--- config.mk ---
export PLATFORM = sky130hd
export DESIGN_NAME = player_turn_writer
export DESIGN_NICKNAME = d
export VERILOG_FILES = /design/src/rtl/player_turn_writer.sv
export SDC_FILE = /design/constraint.sdc
export NUM_CORES = 1
export LEC_CHECK = 0
export CAP_MARGIN = 30
export CORE_MARGIN = 4
export CORE_UTILIZATION = 55
export CTS_CLUSTER_DIAMETER = 80
export DETAILED_ROUTE_END_ITERATION = 8
export DONT_BUFFER_PORTS = 1
export PLACE_DENSITY_LB_ADDON = 0.3
export SLEW_MARGIN = 5
export SYNTH_ARGS = -nofsm -noshare
export SYNTH_HDL_FRONTEND = slang
export SYNTH_SLANG_ARGS = --single-unit
--- constraint.sdc ---
create_clock -name clk -period 8.7 [get_ports clk]
set_input_delay 1.74 -clock clk [delete_from_list [all_inputs] [get_ports clk]]
set_output_delay 1.74 -clock clk [all_outputs]
set_load 0.03 [all_outputs]
--- src/rtl/player_turn_writer.sv ---
// -----------------------------------------------------------------------------
// player_turn_writer
//
// Write-side partner of the turn-indexed count mux in the ChickenCHACHACHA
// datapath. Owns the per-player counts p1..p4 and the turn slot T. It applies
// accepted move results to the active player's count, rotates the turn among
// the 2..4 active players, and reports the winner.
//
// Turn-slot mapping (same as the read mux), with L = last slot index:
//   slot T <  L -> player T+2
//   slot T == L -> player 1
//
// Parameters
//   WIN_CNT     count at which a player wins (<= 31)
//
// Ports
//   clk         system clock, rising edge
//   rst         asynchronous active-high reset
//   N           player-count code (00=2, 01=3, 1x=4), latched on start
//   start       one-cycle pulse, begins a game from IDLE or DONE
//   step_valid  move result offered for the active player
//   step_amt    squares to add (0..7)
//   step_ready  high in PLAY; a step transfers on step_valid && step_ready
//   turn_end    one-cycle pulse, passes the turn (PLAY only)
//   T           current turn slot
//   p1..p4_cnt  per-player counts
//   upd         pulse the cycle after an accepted step
//   win         pulse on entry to DONE
//   winner      winning player number minus 1, held until next start
//   playing     high in PLAY
// -----------------------------------------------------------------------------
module player_turn_writer #(
  parameter int WIN_CNT = 24
) (
  input  logic       clk,
  input  logic       rst,
  input  logic [1:0] N,
  input  logic       start,
  input  logic       step_valid,
  input  logic [2:0] step_amt,
  output logic       step_ready,
  input  logic       turn_end,
  output logic [1:0] T,
  output logic [4:0] p1_cnt,
  output logic [4:0] p2_cnt,
  output logic [4:0] p3_cnt,
  output logic [4:0] p4_cnt,
  output logic       upd,
  output logic       win,
  output logic [1:0] winner,
  output logic       playing
);

  localparam logic [1:0] S_IDLE = 2'd0;
  localparam logic [1:0] S_PLAY = 2'd1;
  localparam logic [1:0] S_DONE = 2'd2;

  localparam logic [5:0] WIN_6 = 6'(WIN_CNT);

  logic [1:0] state_q, state_d;
  logic [1:0] n_q, n_d;
  logic [1:0] t_q, t_d;
  logic [4:0] cnt_q [4];
  logic [4:0] cnt_d [4];
  logic [1:0] winner_q, winner_d;
  logic       upd_q, upd_d;
  logic       win_q, win_d;

  logic [1:0] last_slot;
  logic [1:0] active;
  logic [5:0] sum;
  logic [5:0] sat;
  logic       accept;
  logic       win_now;

  // Index 0 is p1, index k is p(k+1). Slot T < L therefore maps to index T+1.
  always_comb begin
    case (n_q)
      2'b00:   last_slot = 2'd1;
      2'b01:   last_slot = 2'd2;
      default: last_slot = 2'd3;
    endcase
    active = (t_q < last_slot) ? t_q + 2'd1 : 2'd0;
  end

  // Sum in 6 bits so 31 + 7 cannot wrap before the saturation compare.
  assign sum     = {1'b0, cnt_q[active]} + {3'b000, step_amt};
  assign sat     = (sum >= WIN_6) ? WIN_6 : sum;
  assign accept  = (state_q == S_PLAY) && step_valid;
  assign win_now = accept && (sat == WIN_6);

  // NOTE: every variable gets its hold value first so no path leaves it
  // unassigned; otherwise synthesis infers a latch.
  always_comb begin
    state_d  = state_q;
    n_d      = n_q;
    t_d      = t_q;
    cnt_d    = cnt_q;
    winner_d = winner_q;
    upd_d    = accept;
    win_d    = win_now;

    case (state_q)
      S_IDLE, S_DONE: begin
        // start is the only way out; step/turn_end are not accepted here.
        if (start) begin
          state_d  = S_PLAY;
          n_d      = N;
          t_d      = 2'd0;
          cnt_d    = '{default: '0};
          winner_d = 2'd0;
        end
      end

      S_PLAY: begin
        if (accept) begin
          cnt_d[active] = sat[4:0];
        end
        if (win_now) begin
          // A winning step freezes T even if turn_end arrived with it.
          state_d  = S_DONE;
          winner_d = active;
        end else if (turn_end) begin
          t_d = (t_q >= last_slot) ? 2'd0 : t_q + 2'd1;
        end
      end

      default: state_d = S_IDLE;
    endcase
  end

  // NOTE: sequential state uses non-blocking assignments so every register
  // samples the pre-edge values regardless of statement order.
  // NOTE: the count array is only four registers and must read 0 after reset,
  // so it is reset like any other flop rather than treated as a memory.
  always_ff @(posedge clk or posedge rst) begin
    if (rst) begin
      state_q  <= S_IDLE;
      n_q      <= 2'd0;
      t_q      <= 2'd0;
      cnt_q    <= '{default: '0};
      winner_q <= 2'd0;
      upd_q    <= 1'b0;
      win_q    <= 1'b0;
    end else begin
      state_q  <= state_d;
      n_q      <= n_d;
      t_q      <= t_d;
      cnt_q    <= cnt_d;
      winner_q <= winner_d;
      upd_q    <= upd_d;
      win_q    <= win_d;
    end
  end

  assign step_ready = (state_q == S_PLAY);
  assign playing    = (state_q == S_PLAY);
  assign T          = t_q;
  assign p1_cnt     = cnt_q[0];
  assign p2_cnt     = cnt_q[1];
  assign p3_cnt     = cnt_q[2];
  assign p4_cnt     = cnt_q[3];
  assign upd        = upd_q;
  assign win        = win_q;
  assign winner     = winner_q;

endmodule

== Word level (Yosys, flattened, before mapping) ==
Index checks and enable logic that the tools add are counted.
Widths: inputs -> output; s select.
Word-level totals
  word-level logic and storage cells: 61
  input bits: 10
  output and inout bits: 28
  flip-flop bits (word level): 30
Cells by class
  add/subtract/negate cells: 2
  reduce and logical (&&, ||, !) cells: 12
  bitwise gates (word level): 1
  eq/ne operators: 9
  magnitude comparators: 5
  mux-type cells: 22
Operators by type and width (number)
  $mux 20: 2
  $pmux 20 s2: 1
  $bwmux 20: 1
  $mux 2: 8
  $pmux 2 s2: 4
  $mux 5: 3
  $bmux 5 s2: 1
  $demux 5 s2: 1
  $add 5x3->6: 1
  $eq 6x5->1 const B: 1
  $ge 6x5->1 const B: 1
  $mux 6: 1
  $ne 2x2->1 const B: 3
  $reduce_and 3->1: 2
  $eq 2x1->1 const B: 2
  $logic_not 2->1: 2
  $ne 2x1->1 const B: 2
  $reduce_and 2->1: 2
  $reduce_and 4->1: 1
  $ge 3x3->1 const B: 1
  $logic_and 1x1->1: 3
  $lt 3x1->1 const B: 1
  $not 2->3: 1
  $add 2x1->2 const B: 1
  other kinds (5): 5

== Logic depth before layout (Yosys ltp) ==
  word-level depth: 15
  gate-level depth with buffers: 13
  mapped depth without buffers: 12

== Worst setup path before layout ==
No wires, ideal clock.
  path type: input -> register
  start: in step_amt[0]
  end: reg cnt_q (netlist bit p1_cnt[0])
  data arrival time: 3238 ps
  path slack: 5340 ps
  setup time: 122 ps
  data required time: 8578 ps
  stages: 7
  buffers on the path: 1
  path through: ha_1 > fa_1 > a21oi_1 > a21oi_2 > o22a_4 > buf_6 > a32o_1
On the way
  longest elaborated chain between the ends: 6
Ends and longest elaborated chain
  start: declaration: RTL line 40  | input logic [2:0] step_amt,
  $add 5x3->6 *: RTL line 87  | assign sum = {1'b0, cnt_q[active]} + {3'b000, step_amt};
  $ge 6x5->1: RTL line 88  | assign sat = (sum >= WIN_6) ? WIN_6 : sum;
  $mux 6 *: RTL line 88
  $bwmux 20 *: RTL line 117  | cnt_d[active] = sat[4:0];
  $mux 20 *: RTL line 116  | if (accept) begin
  $pmux 20 s2 *: RTL line 103  | case (state_q)
  end signal: assignment: RTL line 149  | cnt_q <= cnt_d;
  end: declaration: RTL line 63  | logic [4:0] cnt_q [4];
Every way passes the cells marked *; elsewhere a longest branch is shown, timed or not. The select of a mux whose other input is x is not followed.
A chain may end at the register's enable or synchronous reset.

== Worst setup path in the final report ==
  start: reg t_q[0] (netlist: T[0])
  end: reg cnt_q (netlist bit p3_cnt[0])
On the way
  longest elaborated chain between the ends: 12
  elaborated cells on any way between the ends: 18
  those cells by class: 2 x add/sub; 4 x order compare; 10 x mux; 1 x bitwise; 1 x reduce/logical
Ends and longest elaborated chain
  start: declaration: RTL line 62  | logic [1:0] t_q, t_d;
  start signal: assignment: RTL line 148  | t_q <= t_d;
  $add 2x1->2 or $lt 2x2->1 (tied branches): RTL line 83  | active = (t_q < last_slot) ? t_q + 2'd1 : 2'd0;
  $mux 2 *: RTL line 83
  $not 2->3 (implied by the code) *: RTL line 87, 117
  $bmux 5 s2: RTL line 87
  $mux 5 (implied by the code) (2 in series): RTL line 87
  $add 5x3->6: RTL line 87
  $ge 6x5->1: RTL line 88
  $mux 6: RTL line 88
  $bwmux 20 *: RTL line 117
  $mux 20 *: RTL line 116
  $pmux 20 s2 *: RTL line 103
Marks and branches as above.

==> reports/results.tsv <==
metric	value	unit
Synth top cells by count	dfrtp_1 (30), nand2_1 (17), a32o_1 (12)	
Via density	6.33	
Yosys top cell area share	43.4	%
first-pass GRT wire length	6.72	mm
Hold Path Class	register to register	
Rel. slew slack	47.1	%
Final Cell Area	0.00182	mm2
total number of vias	1304	
hold_sp	state_q[0]	
Unique masters post-synth	40	
Clock Latency Late Sink	0.33	ns
Reg2Reg Setup Slack	4.80	ns
I/O pin count	38	
unrepaired setup endpoints after global routing	no	
grt ovf	0	
CTS resizes	0	
initial core utilization	57.1	%
Synth async-reset ratio	100	%
TritonRoute pass-1 iters	4	
Die X	64.1	um
Setup Skew	0.00646	ns
Critical Path End Type	register	
register bit total from synthesis	30	
CTS Hold Buffers Added	0	
crit path DAT	4.12	ns
H-tree Lvls	2	
Post-Route WL	4.01	mm
die area	0.00410	mm2
gr usage total	21.7	%
Least-Margin Pin Slew	0.786	ns
CP Data Required Time	8.91	ns
worst r2r dst	p3_cnt[0]	
Worst Hold End	state_q[1]	
clock slew at reported path FFs	0.08	ns
clock buffer count from CTS	5	
DP Wirelength	3.15	mm
count of final hold-check violations	0	
DRT iter0 DRCs	64	
WHS	0.492	ns
Final min period	3.90	ns
antenna-violating nets left	0	
CTS sink cnt	30	
top cells by area, synth	dfrtp_1 (43%), a32o_1 (6.9%), mux2i_1 (5.2%)	
routability cong.	0.818	
setup TNS	0	ns
initial antenna violation count	0	
Area after DPL	0.00178	mm2
Crit Path Max Fanout	15	
# DRC	0	
max-slew violation count	0	
maximum buffer depth of the clock tree	2	
area leader, netlist	dfrtp_1	
Highest Clock Rate	256	MHz
area of the core	0.00303	mm2
fillers	279	
layout cells sized above 1	11.1	%
Yosys warnings	0	
maxcap violations	0	
synthesized area per cell	10.8	um2
r2r worst-path depth	11	
most frequent cell after synthesis	dfrtp_1	
# diodes	0	
drt wl/cell	19.4	um
Area Overhead vs Synth	5.28	%
port bufs	0	
Setup violations, final	0	
largest net degree at the start of global routing	20	
status	complete, no violations	
num rows	20	
fin crit share	44.9	%
post-CTS setup buffer count	0	
Startpoint Class	register	
vias in the first global route	1338	
critical path class	register to register	
register area share after synthesis	43.4	%
Die Ht	64.1	um
mapped cell area	0.00173	mm2
ys flop type	dfrtp_1	
Synth Instances	160	
root buf cell	clkbuf_4	
CTS tree	yes	
EDFF count, synth	0	
Syn Nets	178	
worst hold path depth	1	
Worst R2R Start	T[0]	
Total Nets Final	180	
==> worst max-delay path: stages (launching register included) <==
cell,delay (ns)
dfrtp_1,0.84
inv_1,0.27
ha_1,0.53
nor2b_1,0.26
nor3_4,0.11
o22a_1,0.21
ha_1,0.21
fa_1,0.44
a21oi_1,0.20
a21oi_2,0.11
o22a_4,0.33
a32o_1,0.28
==> how the worst max path moves through the flow <==
stage | start | depth (start not counted) | endpoint
2_1_floorplan | step_amt[0] | 7 | p1_cnt[0]
3_3_place_gp | T[0] | 11 | p3_cnt[0]
3_5_place_dp | T[0] | 11 | p3_cnt[0]
4_1_cts | T[0] | 11 | p3_cnt[0]
5_1_grt | T[0] | 11 | T[0]
6_report | T[0] | 11 | p3_cnt[0]
==> metal layers <==
layer,track usage (%),vias to the layer above,part of all wire [%]
li1,-,604,-
met1,23.8,634,38
met2,35.6,57,49
met3,10.4,9,10
met4,8.89,0,2.3
met5,0,-,0
==> flip-flops by register name, indices dropped and copies added (netlist names) <==
| name | cells |
|---|---|
| p2_cnt | 5 |
| winner | 2 |
| T | 2 |
| p3_cnt | 5 |
| n_q | 2 |
| state_q | 2 |
| upd | 1 |
| win | 1 |
| p4_cnt | 5 |
| p1_cnt | 5 |
==> final cells by class <==
type | count | area, um2 | share of cell area, %
multi-input combinational | 114 | 905 | 49.7
clock buffer | 7 | 45.0 | 2.47
tap | 44 | 55.1 | 3.02
inverter | 10 | 37.5 | 2.06
sequential | 30 | 751 | 41.2
timing repair buffer | 1 | 27.5 | 1.51
==> per-stage QoR <==
step / setup WS, ns / utilization (%) / cells
floorplan: 5.34 / - / 160
global placement: 4.98 / 57.7 / 198
detailed placement: 4.84 / 58.6 / 199
CTS: 4.81 / 60.1 / 206
global route: 4.61 / 60.1 / 206
finish: 4.80 / 60.1 / 206
==> logic make-up after synthesis <==
| group | share of synthesized area (%) |
|---|---|
| AOI/OAI and AO/OA | 24.0 |
| xor gates and xnor gates | 0.507 |
| adders and majority gates | 6.22 |
| buffers and inverters | 4.27 |
| DFF | 43.4 |
| muxes | 6.51 |
| and+or+nand+nor | 15.1 |
==> placed cells by master, fill, tap and decap left out, types with 2 or more instances in the layout <==
master     n
dfrtp_1   30
nand2_1   17
a32o_1    12
inv_1     10
mux2i_1    9
nor2_1     7
ha_1       7
nor3_1     6
a21oi_1    6
and3_1     5
o21ai_0    5
clkbuf_4   5
nand3_1    4
o32ai_1    3
o22a_1     3
a22o_1     3
o32ai_4    2
a21o_1     2
nand2_2    2
and2_1     2
nand2b_1   2
mux2_2     2
clkbuf_1   2
Power is left out: the tool's default activity adds up to more than one toggle a clock period on the data nets, which glitch-free logic cannot reach.
